## src/rtl/secded_top_level.sv

```systemverilog
// ---------------------------------------------------------------------------
// secded_top_level
//   SECDED (Hamming 16,11 plus overall parity) decoder with its own byte
//   data memory. Each run reads NUM_WORDS 16-bit codewords from the input
//   area, decodes them, and writes back {flags[1:0], 3'b000, data[10:0]}
//   words to the output area, one byte per cycle. It then raises done.
//
//   Ports
//     clk   in  1  single clock; all state changes on posedge
//     req   in  1  synchronous active-high reset; the first posedge with
//                  req low after reset starts a run
//     done  out 1  high once all results are written; held until next req
//
//   Control protocol: req is a level-sensitive run gate rather than a
//   valid/ready pair. While req is high the block sits in IDLE. Dropping req
//   launches exactly one run. done is a registered sticky flag that only req
//   clears. Raising req at any time aborts the current run.
//
//   The memory is instance dm1 with array core[] so its contents can be
//   preloaded and inspected hierarchically. Reset never clears it.
// ---------------------------------------------------------------------------

// Byte-wide memory: one combinational read port and one synchronous write port.
//   clk_i    in  1        write clock
//   we_i     in  1        write enable
//   waddr_i  in  AW       write byte address
//   wdata_i  in  8        write byte
//   raddr_i  in  AW       read byte address
//   rdata_o  out 8        read byte (combinational)
module secded_dmem #(
   parameter int DEPTH = 256,
   parameter int AW    = 8
) (
   input  logic          clk_i,
   input  logic          we_i,
   input  logic [AW-1:0] waddr_i,
   input  logic [7:0]    wdata_i,
   input  logic [AW-1:0] raddr_i,
   output logic [7:0]    rdata_o
);
   logic [7:0] core [DEPTH];

   // Plain always (not always_ff): the array is also loaded from outside
   // the design, so it must not be claimed as single-process storage.
   always @(posedge clk_i) begin
      if (we_i) core[waddr_i] <= wdata_i;
   end

   assign rdata_o = core[raddr_i];
endmodule

module secded_top_level #(
   parameter int NUM_WORDS = 15,
   parameter int SRC_BASE  = 30,
   parameter int DST_BASE  = 0,
   parameter int MEM_DEPTH = 256
) (
   input  logic clk,
   input  logic req,
   output logic done
);
   localparam int AW    = $clog2(MEM_DEPTH);
   localparam int IDX_W = $clog2(NUM_WORDS);
   localparam logic [AW-1:0]    SRC_A    = AW'(SRC_BASE);
   localparam logic [AW-1:0]    DST_A    = AW'(DST_BASE);
   localparam logic [IDX_W-1:0] LAST_IDX = IDX_W'(NUM_WORDS - 1);

   typedef enum logic [2:0] {
      S_IDLE  = 3'd0,
      S_RD_LO = 3'd1,
      S_RD_HI = 3'd2,
      S_WR_LO = 3'd3,
      S_WR_HI = 3'd4,
      S_DONE  = 3'd5
   } state_e;

   state_e           state_q;
   logic [IDX_W-1:0] idx_q;
   logic [15:0]      word_q;
   logic             done_q;

   logic [AW-1:0] word_off;
   logic [AW-1:0] raddr, waddr;
   logic [7:0]    rdata, wdata;
   logic          we;

   // Decode datapath, all driven from the assembled codeword in word_q.
   logic [3:0]  syn;
   logic        par;
   logic [15:0] corr;
   logic [1:0]  flags;
   logic [10:0] data;
   logic [15:0] out_word;
   logic        unused_par_bits;

   // Byte offset of word idx within either area: 2*idx.
   assign word_off = AW'({idx_q, 1'b0});

   assign syn[3] = ^word_q[15:8];
   assign syn[2] = ^{word_q[15:12], word_q[7:4]};
   assign syn[1] = ^{word_q[15], word_q[14], word_q[11], word_q[10],
                     word_q[7],  word_q[6],  word_q[3],  word_q[2]};
   assign syn[0] = ^{word_q[15], word_q[13], word_q[11], word_q[9],
                     word_q[7],  word_q[5],  word_q[3],  word_q[1]};
   assign par    = ^word_q;

   // Odd overall parity means one flipped bit, located by the syndrome.
   // A zero syndrome then points at p0, which carries no data.
   assign corr  = par ? (word_q ^ (16'h0001 << syn)) : word_q;
   assign flags = par ? 2'b01 : ((syn != 4'd0) ? 2'b10 : 2'b00);
   assign data  = {corr[15:9], corr[7:5], corr[3]};
   assign out_word = {flags, 3'b000, data};

   // Parity positions are consumed by the syndrome, not by the output word.
   assign unused_par_bits = ^{corr[8], corr[4], corr[2:0]};

   always_comb begin
      raddr = SRC_A + word_off;
      waddr = DST_A + word_off;
      we    = 1'b0;
      wdata = out_word[7:0];
      unique case (state_q)
         S_RD_HI: raddr = SRC_A + word_off + AW'(1);
         S_WR_LO: we    = 1'b1;
         S_WR_HI: begin
            we    = 1'b1;
            waddr = DST_A + word_off + AW'(1);
            wdata = out_word[15:8];
         end
         default: ;
      endcase
   end

   secded_dmem #(.DEPTH(MEM_DEPTH), .AW(AW)) dm1 (
      .clk_i   (clk),
      .we_i    (we),
      .waddr_i (waddr),
      .wdata_i (wdata),
      .raddr_i (raddr),
      .rdata_o (rdata)
   );

   always_ff @(posedge clk) begin
      if (req) begin
         state_q <= S_IDLE;
         idx_q   <= '0;
         word_q  <= '0;
         done_q  <= 1'b0;
      end else begin
         unique case (state_q)
            S_IDLE:  state_q <= S_RD_LO;
            S_RD_LO: begin
               word_q[7:0] <= rdata;
               state_q     <= S_RD_HI;
            end
            S_RD_HI: begin
               word_q[15:8] <= rdata;
               state_q      <= S_WR_LO;
            end
            S_WR_LO: state_q <= S_WR_HI;
            S_WR_HI: begin
               if (idx_q == LAST_IDX) begin
                  state_q <= S_DONE;
                  done_q  <= 1'b1;
               end else begin
                  idx_q   <= idx_q + IDX_W'(1);
                  state_q <= S_RD_LO;
               end
            end
            S_DONE:  state_q <= S_DONE;
            default: state_q <= S_IDLE;
         endcase
      end
   end

   assign done = done_q;
endmodule

```

## config.mk

```make
export PLATFORM = sky130hd
export DESIGN_NAME = secded_top_level
export DESIGN_NICKNAME = d
export VERILOG_FILES = /design/src/rtl/secded_top_level.sv
export SDC_FILE = /design/constraint.sdc
export NUM_CORES = 1
export LEC_CHECK = 0
export CORE_MARGIN = 2
export CORE_UTILIZATION = 25
export DETAILED_ROUTE_END_ITERATION = 12
export PLACE_DENSITY = 0.44
export REMOVE_ABC_BUFFERS = 1
export SLEW_MARGIN = 20
export SYNTH_ARGS = -nofsm -noshare
export SYNTH_HDL_FRONTEND = slang
export SYNTH_HIERARCHICAL = 1
export SYNTH_SLANG_ARGS = --single-unit
```

## constraint.sdc

```tcl
create_clock -name clk -period 1.91 [get_ports clk]
set_input_delay 0.191 -clock clk [delete_from_list [all_inputs] [get_ports clk]]
set_output_delay 0.191 -clock clk [all_outputs]
set_load 0.02 [all_outputs]
```

==> flow_metrics.py <==
metrics = {
    "floorplan": {
        "rows": 13,
        "coreArea_sq_um": 1320,
        "start_util_pct": 26.9,
        "io_pins": 3,
        "dieHeight_um": 41.6,
        "die_w_um": 41.6,
        "die_area_sq_um": 1730,
    },
    "synth": {
        "ys_seq_elements": 8,
        "ys_top_cells_by_area": "dfxtp_1 (45%), a21oi_1 (9.9%), ha_1 (7.1%), or3_1 (5.3%), o21ai_0 (4.2%)",
        "synth_top_cell_by_area": "dfxtp_1",
        "yosysSeqAreaShare_pct": 45.2,
        "ys_top_cells_by_count": "dfxtp_1 (8), a21oi_1 (7), inv_1 (3), o21ai_0 (3), or3_1 (3)",
        "syn_inst": 40,
        "synthArstFlopShare_pct": 0,
        "ys.flop_type": "dfxtp_1",
        "netlist.area_leader.share_pct": 45.2,
        "synth_area_sq_um": 354,
        "yosysWarnings": 6,
        "synth_cell_type_count": 19,
        "synth_most_common_cell": "dfxtp_1",
        "syn_avg_cell_area_sq_um": 8.85,
        "synth_edf_count": 0,
    },
    "pwr": {
        "p_total_uw": 329,
        "irDropWorstVdd_mv": 0.302,
        "power_density_nw_per_um2": 810,
        "leakage_uw": 0.000138,
    },
    "final_layout": {
        "final_nets": 49,
        "n_antenna_cell": 0,
        "area_growth_pct": 14.8,
        "drive_gt1_share_pct": 9.30,
        "post-route-cell-area_sq_um": 407,
    },
    "drt": {
        "routed_via_density": 5.10,
        "drc_errors": 0,
        "postRouteAntennaNets": 0,
        "drt_pre_antenna_iters": 3,
        "vias": 296,
        "avgRoutedWirePerCell_um": 11.0,
        "drt-initial-drc-count": 7,
        "wl_um": 640,
    },
    "global_route": {
        "antenna_found_initial": 0,
        "track_usage_pct": 7.93,
        "grt_pass1_vias": 255,
        "grt_overflow_total": 0,
        "grt_pass1_wl_mm": 1.01,
        "grt_max_degree": 10,
    },
    "placement": {
        "gp_congestion": 0.670,
        "postPlaceCellArea_sq_um": 384,
        "hpwl_um": 467,
        "place_ws_ps": 308,
        "io_buffer_count": 2,
    },
    "sta": {
        "fin_crit_sh_pct": 84.6,
        "drv_slew": 0,
        "max_freq_mhz": 619,
        "tightestPinTransition_ps": 271,
        "finClkSkew_ps": 2.37,
        "tns_ps": 0,
        "hold_viol_final": 0,
        "setup_violations": 0,
        "layout_min_cycle_time_ps": 1620,
        "slew_headroom_pct": 81.9,
        "rsz0062_at_grt": "no",
        "setup_ws_ps": 293,
    },
    "cts": {
        "cts_sinks": 8,
        "clk_pin_slew_ps": 60,
        "cts_setup_buffers": 0,
        "cts_buffers": 3,
        "hold_buffers": 0,
        "cts_resized": 0,
        "clkLatencyLatePin_ps": 250,
        "max-clock-path-buffers": 2,
        "htreeDepth": 1,
        "cts_tree": "built",
        "cts_root_buffer": "clkbuf_4",
    },
    "setup_path": {
        "critical_path_required_ps": 2090,
        "path_buf_inv": 0,
        "worst_path_max_delay_cell": "or4_1",
        "critPathMaxFanout": 8,
        "cp-end-kind": "flip-flop",
        "path_cells": "or3b_1 > or4_1 > a21oi_1",
        "crit_type": "reg -> reg",
        "slowest_delay_ps": 540,
        "arrival_ps": 1800,
        "cp_top_family": "simple AND/OR/NAND/NOR gates",
        "cp-start-kind": "flip-flop",
    },
    "run": {
        "maxCapViolCount": 0,
    },
    "status": {
        "outcome": "complete, no violations",
    },
    "min_path": {
        "holdCritPathClass": "reg -> reg",
    },
}
-- tightest hold or removal path, delay by kind of cell, from the launching register on --
kind / cells / cell delay (ps)
simple gates: 1 / 70
flops: 1 / 330
compound gates: 1 / 40
-- placed cells by master (no fill, tap or decap), types with 2 or more instances in the layout --
master	count
dfxtp_1	8
ha_1	2
clkdlybuf4s50_1	2
or3_1	3
inv_1	3
o21ai_0	3
o31ai_1	2
a21oi_1	7
clkbuf_4	3
-- path summary, 6_finish.rpt --
| path | from | endpoint | slack, ps | cells after the start |
|---|---|---|---|---|
| worst min-delay path | done$_SDFFE_PP0P_ | done$_SDFFE_PP0P_ | 490 | 2 |
| worst max register to register | state_q[2]$_SDFF_PP0_ | idx_q[3]$_SDFFE_PP0P_ | 290 | 3 |
| worst min register to register | done$_SDFFE_PP0P_ | done$_SDFFE_PP0P_ | 490 | 2 |
| worst max-delay path | state_q[2]$_SDFF_PP0_ | idx_q[3]$_SDFFE_PP0P_ | 290 | 3 |
-- per-layer routing --
layer  up-vias  wire length [um]  global-route usage (%)  part of all wire, %
met3         2                25                    3.91                  3.9
li1        150                 -                       -                    -
met5         -                 0                       0                    0
met2         5               300                    11.9                   47
met1       139               302                    8.53                   47
met4         0                12                    5.81                  1.9
-- kinds of logic after synthesis --
kind of cell / after synthesis / share of synthesized area (%)
flip-flops: 8 / 45.2
buffers and inverters: 5 / 5.65
XOR/XNOR: 1 / 2.47
adder cells (fa/ha/maj): 2 / 7.07
AND/OR/NAND/NOR: 11 / 18.7
AO/OA/AOI/OAI: 13 / 20.8
-- flip-flops by register name (all words and copies together), names as in the netlist --
signal   flops
state_q      3
done         1
idx_q        4
-- per-stage QoR --
stage,cells,utilization [%],hold WS (ps)
floorplan,38,-,260
global placement,55,29.2,459
detailed placement,55,29.2,471
CTS,58,30.9,493
global route,58,30.9,512
finish,58,30.9,487
-- layout make-up --
class,count,area [sq um]
fill,136,911
multi-input combinational,27,174
sequential,8,160
tap,15,18.8
clock buffer,3,22.5
timing repair buffer,2,20.0
inverter,3,11.3
-- power breakdown --
part           total, uW  internal (uW)  switching [uW]
registers            181            173            7.77
logic               17.8           9.27            8.50
clock network        131           72.0            58.6
Power figures use the tool's default switching activity.
